==> config.mk <==
export PLATFORM = sky130hd
export DESIGN_NAME = cpu_sequencer
export DESIGN_NICKNAME = d
export VERILOG_FILES = /design/src/rtl/cpu_sequencer_pkg.sv /design/src/rtl/cpu_sequencer_phase_counter.sv /design/src/rtl/cpu_sequencer.sv
export SDC_FILE = /design/constraint.sdc
export NUM_CORES = 1
export LEC_CHECK = 0
export CAP_MARGIN = 10
export CORE_UTILIZATION = 45
export CTS_CLUSTER_SIZE = 14
export DETAILED_ROUTE_END_ITERATION = 8
export PLACE_DENSITY = 0.85
export SYNTH_ARGS = -nofsm -noshare
export SYNTH_HDL_FRONTEND = slang
export SYNTH_SLANG_ARGS = --single-unit
export TNS_END_PERCENT = 10
==> constraint.sdc <==
create_clock -name clk -period 4.1 [get_ports clk]
set_clock_uncertainty 0.2 [all_clocks]
set_input_delay 0.82 -clock clk [delete_from_list [all_inputs] [get_ports clk]]
set_output_delay 0.82 -clock clk [all_outputs]
set_load 0.05 [all_outputs]
==> src/rtl/cpu_sequencer_pkg.sv <==
// -----------------------------------------------------------------------------
// cpu_sequencer_pkg
//
// Shared definitions for the accumulator CPU run-control path: sequencer FSM
// state encodings and the phase numbers that matter to the sequencer and the
// controller (PH_HALT is when the controller reports halt, PH_LAST closes an
// instruction).
// -----------------------------------------------------------------------------
package cpu_sequencer_pkg;

  // Sequencer FSM state encodings
  localparam logic [1:0] ST_IDLE   = 2'd0;
  localparam logic [1:0] ST_RUN    = 2'd1;
  localparam logic [1:0] ST_STEP   = 2'd2;
  localparam logic [1:0] ST_HALTED = 2'd3;

  // Phase numbers shared with cpu_controller
  localparam int PH_HALT = 4;
  localparam int PH_LAST = 7;

  // RUN and STEP are the only states in which the phase advances
  function automatic logic is_active(input logic [1:0] st);
    return (st == ST_RUN) || (st == ST_STEP);
  endfunction

endpackage

==> src/rtl/cpu_sequencer_phase_counter.sv <==
// -----------------------------------------------------------------------------
// phase_counter
//
// Modulo-NUM_PHASES binary counter producing the instruction phase.
//
// Ports:
//   clk    in   clock, counts on posedge
//   rst    in   asynchronous active-high reset, clears the count
//   en     in   advance the count by one (wraps NUM_PHASES-1 -> 0)
//   clr    in   synchronous clear, takes priority over en
//   phase  out  current count
//   wrap   out  high while phase == NUM_PHASES-1
// -----------------------------------------------------------------------------
module phase_counter #(
  parameter int PHASE_W    = 8,
  parameter int NUM_PHASES = 8
) (
  input  logic               clk,
  input  logic               rst,
  input  logic               en,
  input  logic               clr,
  output logic [PHASE_W-1:0] phase,
  output logic               wrap
);

  logic [PHASE_W-1:0] count_q;
  logic [PHASE_W-1:0] count_d;

  assign wrap  = (count_q == PHASE_W'(NUM_PHASES - 1));
  assign phase = count_q;

  always_comb begin
    count_d = count_q;
    if (clr) begin
      count_d = '0;
    end else if (en) begin
      count_d = wrap ? '0 : count_q + PHASE_W'(1);
    end
  end

  always_ff @(posedge clk or posedge rst) begin
    if (rst) begin
      count_q <= '0;
    end else begin
      count_q <= count_d;
    end
  end

endmodule

==> src/rtl/cpu_sequencer.sv <==
// -----------------------------------------------------------------------------
// cpu_sequencer
//
// Run-control and phase sequencer for the 8-phase accumulator CPU. Generates
// the phase consumed by cpu_controller, watches its halt output, and provides
// run / single-step / stop-at-instruction-boundary control plus a retired
// instruction counter.
//
// Ports:
//   clk          in   clock
//   rst          in   asynchronous active-high reset
//   run_req      in   one-cycle pulse: start continuous execution
//   step_req     in   one-cycle pulse: execute exactly one instruction
//   stop_req     in   one-cycle pulse: stop at the next instruction boundary
//   halt         in   controller halt flag, only looked at in phase 4
//   phase        out  binary phase 0..7, held at 0 when not active
//   busy         out  registered, high in RUN or STEP
//   halted       out  registered, high in HALTED
//   instr_done   out  high during phase 7 of an active instruction
//   instr_count  out  registered count of instructions completed through 7
// -----------------------------------------------------------------------------
module cpu_sequencer
  import cpu_sequencer_pkg::*;
#(
  parameter int PHASE_W    = 8,
  parameter int NUM_PHASES = 8,
  parameter int CNT_W      = 16
) (
  input  logic               clk,
  input  logic               rst,
  input  logic               run_req,
  input  logic               step_req,
  input  logic               stop_req,
  input  logic               halt,
  output logic [PHASE_W-1:0] phase,
  output logic               busy,
  output logic               halted,
  output logic               instr_done,
  output logic [CNT_W-1:0]   instr_count
);

  logic [1:0]       state_q;
  logic [1:0]       state_d;
  logic             stop_pending_q;
  logic             stop_pending_d;
  logic [CNT_W-1:0] instr_count_q;
  logic [CNT_W-1:0] instr_count_d;
  logic             busy_q;
  logic             busy_d;
  logic             halted_q;
  logic             halted_d;

  logic             active;
  logic             wrap;
  logic             halt_hit;
  logic             last_phase;

  assign active     = is_active(state_q);
  assign halt_hit   = active && (phase == PHASE_W'(PH_HALT)) && halt;
  assign last_phase = active && wrap;

  // The counter only moves while active; on halt it is forced back to 0 so
  // HALTED presents phase 0 immediately. Leaving RUN/STEP normally happens on
  // the 7->0 wrap, so phase is already 0 in IDLE without an explicit clear.
  phase_counter #(
    .PHASE_W    (PHASE_W),
    .NUM_PHASES (NUM_PHASES)
  ) u_phase_counter (
    .clk   (clk),
    .rst   (rst),
    .en    (active),
    .clr   (halt_hit),
    .phase (phase),
    .wrap  (wrap)
  );

  always_comb begin
    state_d = state_q;
    unique case (state_q)
      ST_IDLE, ST_HALTED: begin
        // run_req takes priority over step_req; stop_req means nothing here
        if (run_req) begin
          state_d = ST_RUN;
        end else if (step_req) begin
          state_d = ST_STEP;
        end
      end
      ST_RUN: begin
        // Halt beats a pending stop; stop_req in the phase-7 cycle itself
        // still stops at this boundary.
        if (halt_hit) begin
          state_d = ST_HALTED;
        end else if (last_phase && (stop_pending_q || stop_req)) begin
          state_d = ST_IDLE;
        end
      end
      ST_STEP: begin
        if (halt_hit) begin
          state_d = ST_HALTED;
        end else if (last_phase) begin
          state_d = ST_IDLE;
        end
      end
      default: state_d = ST_IDLE;
    endcase
  end

  // The stop latch only lives inside RUN and is dropped at every exit
  // (boundary or halt), so it never leaks into the next run.
  always_comb begin
    stop_pending_d = 1'b0;
    if ((state_q == ST_RUN) && !halt_hit && !last_phase) begin
      stop_pending_d = stop_pending_q || stop_req;
    end
  end

  // A halted instruction never reaches phase 7, so it is not counted.
  always_comb begin
    instr_count_d = instr_count_q;
    if (last_phase) begin
      instr_count_d = instr_count_q + CNT_W'(1);
    end
  end

  // Status flags are registered versions of the next state so they line up
  // with state_q without a decode after the flop.
  always_comb begin
    busy_d   = is_active(state_d);
    halted_d = (state_d == ST_HALTED);
  end

  always_ff @(posedge clk or posedge rst) begin
    if (rst) begin
      state_q        <= ST_IDLE;
      stop_pending_q <= 1'b0;
      instr_count_q  <= '0;
      busy_q         <= 1'b0;
      halted_q       <= 1'b0;
    end else begin
      state_q        <= state_d;
      stop_pending_q <= stop_pending_d;
      instr_count_q  <= instr_count_d;
      busy_q         <= busy_d;
      halted_q       <= halted_d;
    end
  end

  assign busy        = busy_q;
  assign halted      = halted_q;
  assign instr_count = instr_count_q;
  assign instr_done  = active && (phase == PHASE_W'(PH_LAST));

endmodule
==> qor.txt, run 1 <==
part of the power in registers -> 37.0%
worst slew margin relative to its limit -> 28.5%
clock network power share -> 14.2%
synth top area cells -> dfrtp_1 (52%), xnor2_1 (11%), ha_1 (5.3%), nand3_1 (3.9%), xor2_1 (2.5%)
class of the worst hold path -> flip-flop to flip-flop
GR Layer Usage met3 -> 7.81%
most common cell after layout, fill and taps aside -> clkdlybuf4s50_1
Power per Cell Area -> 633 nW/µm²
Fill cells -> 232
category of the critical setup timing path -> flip-flop to output pin
count of instances resized after the clock tree is built -> 0
Final Setup Violations -> 0
met1 Resource Use GR -> 23.5%
reg2reg path depth -> 7
first-pass GRT wire length -> 4780 µm
Crit path arrival time -> 2910 ps
global-route total usage across every layer -> 19.7%
crit path launch type -> flip-flop
vias per inst -> 5.40
switching power -> 511 µW
minimum setup slack among reg-to-reg paths -> 1330 ps
startpoint of the lowest-slack register-to-register path -> state_q[0]
fraction of layout instances using a drive strength above 1 -> 8.07%
peak clock frequency supported by timing -> 255 MHz
GP Congestion -> 0.756
HPWL after detailed placement -> 2000 µm
switching part of the total power -> 45.0%
largest net degree at the start of global routing -> 30
number of synthesized register bits -> 29
Critical-path top delay cell -> clkdlybuf4s50_1
per-cell routed wire length -> 14.4 µm
critical path data required time -> 3080 ps
Synth warnings -> 0
violations in the final reports -> DRC
number of nets still failing antenna checks after routing -> 0
Clock Tree Buf Depth -> 2
die area -> 3360 µm²
Synth Net Count -> 135
worst min-delay path endpoint -> instr_count[15]
outcome -> finished with violations
Final Hold Viols -> 0
number of buffer cells added on primary ports -> 32
Critical Path Fanout Max -> 8
relative contribution of combinational cells to total power -> 48.8%
highest ir drop seen on vdd -> 0.000500 V
clock insertion delay at the later pin of the skew report -> 330 ps
Core ar. -> 2850 µm²
post-synth design cell area -> 1410 µm²
buffer count from post-CTS setup fixing -> 0
cell-by-cell listing of the critical path -> inv_1 -> ha_1 -> or4b_4 -> nor2_2 -> clkdlybuf4s50_1
number of ports placed on the die boundary -> 33
source of the worst hold timing path -> instr_count[15]
# diodes -> 0
1st-iter DRT viols -> 34
number of placement rows -> 19
worst reg2reg path endpoint -> busy
post-route minimum period -> 3930 ps
source of the critical timing path -> state_q[0]
register clock-pin slew on the reported worst setup and hold paths -> 80 ps
Seq/Total Area, Yosys -> 51.5%
Clock Sinks -> 29
category of the worst setup path capture point -> output pin
critical path's largest stage delay -> 850 ps
power after layout -> 1130 µW
RSZ-0062 raised after global routing -> false
Cell Int Power -> 624 µW
die width -> 58.0 µm
DRC viols -> 3
area growth from synthesis to layout -> 27.4%
height of the die -> 58.0 µm
via count of the first global-routing pass -> 1,069
busiest metal layer after global routing -> met2
cell type with the largest total area after synthesis -> dfrtp_1
worst slew pin tran -> 1070 ps
Initial Utilization -> 49.4%
Avg Inst Size Synth -> 11.5 µm²
setup TNS -> 0 ps
non-filler instance count after layout -> 192
routed wire length -> 2760 µm
CTS tree -> done
Hold Worst Slack -> 274 ps
number of library cell types mapped by synthesis -> 27
most frequent cells in the layout -> clkdlybuf4s50_1 (32), dfrtp_1 (29), xnor2_1 (17), nand3_1 (11), nor2_1 (8)
# placed instances -> 184
length of the first detailed-routing pass in iterations -> 6
Synth Instances -> 123
met2 capacity usage during global routing -> 30.7%
cell depth of the worst min-delay path -> 1
Inserted Clock Buffers -> 5
initial antenna violation count -> 0
top-area cell type share of the netlist area -> 51.5%
total number of vias -> 1,037
period utilization -> 95.8%
Clock Root Buffer -> clkbuf_4
H-tree level count -> 2
hold-fix buffers at CTS -> 0
final global-route overflow total -> 0
Final nets -> 172
static leakage -> 0.000814 µW
max_cap viols -> 0
fin. max-slew vios -> 0
## state kept, by name, indices dropped and copies added, names as in the netlist
name,flops
halted,1
u_phase_counter.phase,8
busy,1
instr_count,16
stop_pending_q,1
state_q,2
## critical path, delay by kind of cell, from the launching register on
| family | cells | cell delay [ps] |
|---|---|---|
| buffers and inverters | 2 | 920 |
| AND/OR/NAND/NOR | 2 | 870 |
| adder cells (fa/ha/maj) | 1 | 400 |
| flip-flops | 1 | 380 |
## cells in the mapped netlist
cell / n
dfrtp_1: 29
xnor2_1: 17
nand3_1: 11
nor2_1: 8
nand2_1: 7
ha_1: 6
and3_1: 5
inv_1: 5
xor2_1: 4
a21oi_1: 3
nand4_1: 3
nor2b_1: 3
o21ai_0: 3
and4_1: 2
buf_6: 2
nor3_1: 2
nor3_4: 2
or4b_4: 2
a211o_1: 1
and2_1: 1
and4_4: 1
mux2_2: 1
mux2i_1: 1
nor2_2: 1
nor4b_1: 1
or3_1: 1
xor2_2: 1
## logic make-up (layout without fill, tap and decap cells)
family / count (synthesis) / after routing / synth area share, %
buf+inv: 7 / 45 / 2.93
simple gates: 50 / 50 / 21.8
xor+xnor: 22 / 22 / 14.2
flops: 29 / 29 / 51.5
compound gates: 7 / 7 / 2.75
mux: 2 / 2 / 1.51
fa+ha+maj: 6 / 6 / 5.33
## power by group through the flow
| stage | registers (µW) | clock network (µW) | logic, µW |
|---|---|---|---|
| after CTS | 420 | 170 | 560 |
| after global placement | 418 | 0 | 537 |
| final | 420 | 161 | 554 |
| after floorplan | 576 | 0 | 264 |
| after detailed placement | 424 | 0 | 554 |
| after global routing | 432 | 181 | 605 |
## layout make-up
| class | instances | area, µm² | area share [%] |
|---|---|---|---|
| Inverter | 5 | 18.8 | 1.05 |
| Timing Repair Buffer | 32 | 320 | 17.9 |
| Multi-Input combinational cell | 87 | 642 | 35.8 |
| Sequential cell | 29 | 726 | 40.4 |
| Tap cell | 31 | 38.8 | 2.16 |
| Clock buffer | 8 | 48.8 | 2.72 |
## worst max path at each step
stage	endpoint	slack, ps	cells past startpoint
4_1_cts	instr_done	130	5
3_3_place_gp	instr_done	600	5
3_5_place_dp	instr_done	510	5
6_report	instr_done	170	5
5_1_grt	instr_done	30	5
2_1_floorplan	instr_done	1040	3
## routing by layer
| layer | vias up | routed length [µm] | part of all wire (%) |
|---|---|---|---|
| li1 | 496 | - | - |
| met1 | 505 | 1180 | 43 |
| met2 | 29 | 1380 | 50 |
| met3 | 7 | 153 | 5.5 |
| met4 | 0 | 53 | 1.9 |
| met5 | - | 0 | 0 |
## metrics by stage
stage          utilization (%)  area [µm²]  setup WS (ps)
2_1_floorplan                -        1410           1040
3_3_place_gp              61.2        1750            604
3_5_place_dp              61.2        1750            508
4_1_cts                   62.9        1790            131
5_1_grt                   62.9        1790           31.1
6_report                  62.9        1790            174
No activity file was read; power rests on OpenSTA's default activity.
==> run 2: changes to the inputs <==
--- a/config.mk
+++ b/config.mk
@@ -7,6 +7,7 @@
 export LEC_CHECK = 0
 export CAP_MARGIN = 10
 export CORE_UTILIZATION = 45
+export CTS_BUF_LIST = sky130_fd_sc_hd__clkbuf_16
 export CTS_CLUSTER_SIZE = 14
 export DETAILED_ROUTE_END_ITERATION = 8
 export PLACE_DENSITY = 0.85
==> run 2 against run 1 <==
Compared with the run above: the run still ends with DRC left; global-route usage increased by 0.35 points; power increased by 15%; clock power increased by 100%; cell count increased by 0.52%; via count increased by 1.4%; routed wire length increased by 0.40%; count of clock-buffer cells in the layout decreased by 3; critical path depth unchanged; largest power group unchanged.
==> qor.txt, run 2 (same netlist as run 1, synthesis figures left out) <==
outcome -> finished with violations
violations in the final reports -> DRC
first-pass GRT wire length -> 4870 µm (+1.9%)
Final Hold Viols -> 0 (unchanged)
flip-flop count of the largest register, all copies and words added -> 16 (unchanged)
cell depth of the worst min-delay path -> 1 (unchanged)
largest net degree at the start of global routing -> 30 (unchanged)
Cell Int Power -> 775 µW (+24%)
Initial Utilization -> 49.4% (unchanged)
DRC viols -> 3 (unchanged)
CTS tree -> done
Final nets -> 173 (+0.58%)
part of the power in registers -> 32.2% (-4.8 points)
post-route minimum period -> 3870 ps (-57.2 ps)
buffer count from post-CTS setup fixing -> 0 (unchanged)
routed wire length -> 2770 µm (+0.40%)
Power per Cell Area -> 689 nW/µm² (+8.9%)
number of nets still failing antenna checks after routing -> 0 (unchanged)
cell-by-cell listing of the critical path -> inv_1 -> ha_1 -> or4b_4 -> nor2_2 -> clkdlybuf4s50_1
Critical Path Fanout Max -> 8 (unchanged)
switching power -> 532 µW (+4.1%)
Hold Worst Slack -> 268 ps (-6.18 ps)
Inserted Clock Buffers -> 5 (unchanged)
Clock Tree Buf Depth -> 2 (unchanged)
area growth from synthesis to layout -> 34.6%
max_cap viols -> 0 (unchanged)
number of placement rows -> 19 (unchanged)
startpoint of the lowest-slack register-to-register path -> state_q[0]
1st-iter DRT viols -> 47 (+38%)
core utilization of the finished layout -> 66.5% (+3.6 points)
Final Setup Violations -> 0 (unchanged)
worst min-delay path endpoint -> instr_count[15]
worst reg2reg path endpoint -> busy
buffers and inverters on the worst path -> 2 (unchanged)
crit path launch type -> flip-flop
Clock Sinks -> 29 (unchanged)
fin. max-slew vios -> 0 (unchanged)
period utilization -> 94.4% (-1.4 points)
source of the worst hold timing path -> instr_count[15]
via count of the first global-routing pass -> 1,068 (-0.094%)
class of the worst hold path -> flip-flop to flip-flop
Critical-path top delay cell -> clkdlybuf4s50_1
worst slew margin relative to its limit -> 61.1% (+33 points)
final global-route overflow total -> 0 (unchanged)
count of instances resized after the clock tree is built -> 0 (unchanged)
number of ports placed on the die boundary -> 33 (unchanged)
relative contribution of combinational cells to total power -> 42.8% (-6.0 points)
die area -> 3360 µm² (unchanged)
number of buffer cells added on primary ports -> 32 (unchanged)
total number of vias -> 1,052 (+1.4%)
clock insertion delay at the later pin of the skew report -> 270 ps (-60 ps)
minimum setup slack among reg-to-reg paths -> 1300 ps (-30 ps)
switching part of the total power -> 40.7% (-4.3 points)
category of the worst setup path capture point -> output pin
# diodes -> 0 (unchanged)
critical path's largest stage delay -> 860 ps (about the same)
fraction of layout instances using a drive strength above 1 -> 8.64% (+0.57 points)
initial antenna violation count -> 0 (unchanged)
per-cell routed wire length -> 14.3 µm (-0.12%)
height of the die -> 58.0 µm (unchanged)
most frequent cells in the layout -> clkdlybuf4s50_1 (32), dfrtp_1 (29), xnor2_1 (17), nand3_1 (11)
RSZ-0062 raised after global routing -> false
Crit path arrival time -> 2850 ps (-60 ps)
register clock-pin slew on the reported worst setup and hold paths -> 50 ps (-30 ps)
H-tree level count -> 2 (unchanged)
length of the first detailed-routing pass in iterations -> 6 (unchanged)
setup TNS -> 0 ps (unchanged)
vias per inst -> 5.45 (+0.92%)
Crit path max-delay family -> buffers and inverters
worst slew pin tran -> 583 ps (-488 ps)
hold-fix buffers at CTS -> 0 (unchanged)
category of the critical setup timing path -> flip-flop to output pin
HPWL after detailed placement -> 2000 µm (unchanged)
highest ir drop seen on vdd -> 0.000550 V (+10%)
die width -> 58.0 µm (unchanged)
global-route total usage across every layer -> 20.1% (+0.35 points)
peak clock frequency supported by timing -> 258 MHz (+1.5%)
Core ar. -> 2850 µm² (unchanged)
GP Congestion -> 0.756 (unchanged)
critical path data required time -> 3080 ps (about the same)
static leakage -> 0.000872 µW (+7.2%)
reg2reg path depth -> 7 (unchanged)
most common cell after layout, fill and taps aside -> clkdlybuf4s50_1
clock network power share -> 25.1% (+11 points)
Clock Root Buffer -> clkbuf_16
-- run 2: final cells by class --
cell class | instances | area [µm²]
timing repair buffer | 33 | 335
fill | 220 | 956
tap | 31 | 38.8
sequential | 29 | 726
clock inverter | 3 | 11.3
clock buffer | 5 | 125
multi-input combinational | 87 | 642
inverter | 5 | 18.8
-- run 2: metrics by stage --
step / area [µm²] / worst slack (ps) / cells / power (µW)
6_report: 1900 / 231 / 193 / 1310
5_1_grt: 1900 / 109 / 193 / 1390
4_1_cts: 1880 / 205 / 192 / 1320
3_5_place_dp: 1750 / 508 / 184 / 978
3_3_place_gp: 1750 / 604 / 184 / 954
2_1_floorplan: 1410 / 1040 / 123 / 840
-- run 2: worst max-delay path by stage --
stage,cells after the start,endpoint,from,slack (ps)
final,5,instr_done,state_q[0],230
after global routing,5,instr_done,state_q[0],110
after CTS,5,instr_done,state_q[0],210
after detailed placement,5,instr_done,state_q[0],510
after global placement,5,instr_done,state_q[0],600
after floorplan,3,instr_done,u_phase_counter.phase[0],1040
-- run 2: worst register-to-register path: stages (launching register included) --
cell	delay, ps
dfrtp_1	370
inv_1	70
ha_1	400
or4b_4	600
nor3_1	470
nand2_1	180
nand3_1	150
ha_1	240
-- run 2: power groups by stage --
stage / combinational, µW / sequential, µW / clock [µW]
after floorplan: 264 / 576 / 0
after global placement: 537 / 418 / 0
after detailed placement: 554 / 424 / 0
after CTS: 562 / 421 / 337
after global routing: 610 / 433 / 352
final: 559 / 421 / 327
-- run 2: metal layers --
layer,vias up,track usage [%],wire length [µm]
met2,35,31.2,1410
met5,-,0,0
li1,498,-,-
met1,513,24.2,1140
met3,6,7.81,160
met4,0,10.5,55
==> run 3: changes to the inputs <==
--- a/config.mk
+++ b/config.mk
@@ -11,6 +11,7 @@
 export CTS_CLUSTER_SIZE = 14
 export DETAILED_ROUTE_END_ITERATION = 8
 export PLACE_DENSITY = 0.85
+export REMOVE_ABC_BUFFERS = 1
 export SYNTH_ARGS = -nofsm -noshare
 export SYNTH_HDL_FRONTEND = slang
 export SYNTH_SLANG_ARGS = --single-unit
==> run 3 against run 2 <==
Compared with the run above: the run still ends with DRC left; routed wire length increased by 1.2%; first-iteration DRC count decreased by 32%; setup slack improved by 24 ps; via count about the same; critical endpoint unchanged; largest cell class unchanged.
==> qor.txt, run 3 (same netlist as run 1, synthesis figures left out) <==
outcome -> finished with violations
violations in the final reports -> DRC
buffers and inverters on the worst path -> 2 (unchanged)
routed wire length -> 2800 µm (+1.2%)
DRC viols -> 3 (unchanged)
Final Setup Violations -> 0 (unchanged)
HPWL after detailed placement -> 2010 µm (+0.49%)
Clock Tree Buf Depth -> 2 (unchanged)
per-cell routed wire length -> 14.5 µm (+1.2%)
Final nets -> 173 (unchanged)
clock insertion delay at the later pin of the skew report -> 270 ps (about the same)
Power per Cell Area -> 691 nW/µm² (+0.26%)
crit path launch type -> flip-flop
largest net degree at the start of global routing -> 30 (unchanged)
Crit path arrival time -> 2820 ps (-30 ps)
global-route total usage across every layer -> 19.5% (-0.55 points)
final global-route overflow total -> 0 (unchanged)
via count of the first global-routing pass -> 1,074 (+0.56%)
RSZ-0062 raised after global routing -> false
power after layout -> 1310 µW (+0.26%)
startpoint of the lowest-slack register-to-register path -> state_q[0]
hold-fix buffers at CTS -> 0 (unchanged)
buffer count from post-CTS setup fixing -> 0 (unchanged)
class of the worst hold path -> flip-flop to flip-flop
reg2reg path depth -> 7 (unchanged)
flip-flop count of the largest register, all copies and words added -> 16 (unchanged)
fraction of layout instances using a drive strength above 1 -> 8.64% (unchanged)
category of the critical setup timing path -> flip-flop to output pin
GP Congestion -> 0.754 (-0.36%)
height of the die -> 58.0 µm (unchanged)
Hold Worst Slack -> 272 ps (+4.16 ps)
vias per inst -> 5.45 (about the same)
period utilization -> 93.8% (-0.58 points)
static leakage -> 0.000872 µW (unchanged)
number of nets still failing antenna checks after routing -> 0 (unchanged)
peak clock frequency supported by timing -> 260 MHz (+0.62%)
die width -> 58.0 µm (unchanged)
fin. max-slew vios -> 0 (unchanged)
max_cap viols -> 0 (unchanged)
length of the first detailed-routing pass in iterations -> 6 (unchanged)
critical path data required time -> 3080 ps (about the same)
highest ir drop seen on vdd -> 0.000464 V (-16%)
most common cell after layout, fill and taps aside -> clkdlybuf4s50_1
GR Layer Usage met3 -> 7.37% (-0.45 points)
worst slew margin relative to its limit -> 58.3% (-2.8 points)
Critical-path top delay cell -> clkdlybuf4s50_1
met1 Resource Use GR -> 23.3% (-0.84 points)
worst reg2reg path endpoint -> busy
H-tree level count -> 2 (unchanged)
number of placement rows -> 19 (unchanged)
area of placed instances -> 1750 µm² (unchanged)
most frequent cells in the layout -> clkdlybuf4s50_1 (32), dfrtp_1 (29), xnor2_1 (17), nand3_1 (11)
category of the worst setup path capture point -> output pin
# diodes -> 0 (unchanged)
1st-iter DRT viols -> 32 (-32%)
register clock-pin slew on the reported worst setup and hold paths -> 50 ps (about the same)
count of instances resized after the clock tree is built -> 0 (unchanged)
Clock Sinks -> 29 (unchanged)
post-route minimum period -> 3840 ps (-23.8 ps)
die area -> 3360 µm² (unchanged)
post-placement setup slack -> 541 ps (+32.9 ps)
endpoint of the worst setup timing path -> instr_done
cell depth of the worst setup path -> 5 (unchanged)
met2 capacity usage during global routing -> 32.2% (+0.99 points)
Clock Root Buffer -> clkbuf_16
Critical Path Fanout Max -> 8 (unchanged)
Core ar. -> 2850 µm² (unchanged)
first-pass GRT wire length -> 4830 µm (-0.84%)
number of ports placed on the die boundary -> 33 (unchanged)
cell-by-cell listing of the critical path -> inv_1 -> ha_1 -> or4b_4 -> nor2_2 -> clkdlybuf4s50_1
number of buffer cells added on primary ports -> 32 (unchanged)
worst slew pin tran -> 625 ps (+41.7 ps)
worst-case setup margin in the final layout -> 255 ps (+23.8 ps)
total number of vias -> 1,051 (-0.095%)
CTS tree -> done
source of the critical timing path -> state_q[0]
minimum setup slack among reg-to-reg paths -> 1260 ps (-40 ps)
busiest metal layer after global routing -> met2
Crit path max-delay family -> buffers and inverters
Initial Utilization -> 49.4% (unchanged)
Inserted Clock Buffers -> 5 (unchanged)
Final Hold Viols -> 0 (unchanged)
area growth from synthesis to layout -> 34.6% (unchanged)
initial antenna violation count -> 0 (unchanged)
critical path's largest stage delay -> 850 ps (about the same)
final std cell area, no fill -> 1900 µm² (unchanged)
setup TNS -> 0 ps (unchanged)
[run 3: layout make-up]
| class | count | area [µm²] |
|---|---|---|
| Fill cell | 241 | 956 |
| Sequential cell | 29 | 726 |
| Multi-Input combinational cell | 87 | 642 |
| Timing Repair Buffer | 33 | 335 |
| Clock buffer | 5 | 125 |
| Tap cell | 31 | 38.8 |
| Inverter | 5 | 18.8 |
| Clock inverter | 3 | 11.3 |
[run 3: stage by stage]
step	cells	utilization (%)
2_1_floorplan	121	-
3_3_place_gp	184	61.2
3_5_place_dp	184	61.2
4_1_cts	192	66.0
5_1_grt	193	66.5
6_report	193	66.5
[run 3: worst min path at each step]
stage,startpoint,end,depth (start not counted)
2_1_floorplan,state_q[0],state_q[0],2
3_5_place_dp,instr_count[15],instr_count[15],1
6_report,instr_count[15],instr_count[15],1
4_1_cts,instr_count[15],instr_count[15],1
5_1_grt,instr_count[15],instr_count[15],1
3_3_place_gp,instr_count[15],instr_count[15],1
[run 3: power by group]
group | switching, µW | internal, µW | total [µW]
combinational | 352 | 208 | 559
clock | 113 | 217 | 329
sequential | 69.2 | 353 | 422
[run 3: layer usage]
layer  up-vias  share of wire, %
met5         -                 0
met2        45                51
met4         0               2.3
met1       503                40
li1        495                 -
met3         8               6.2
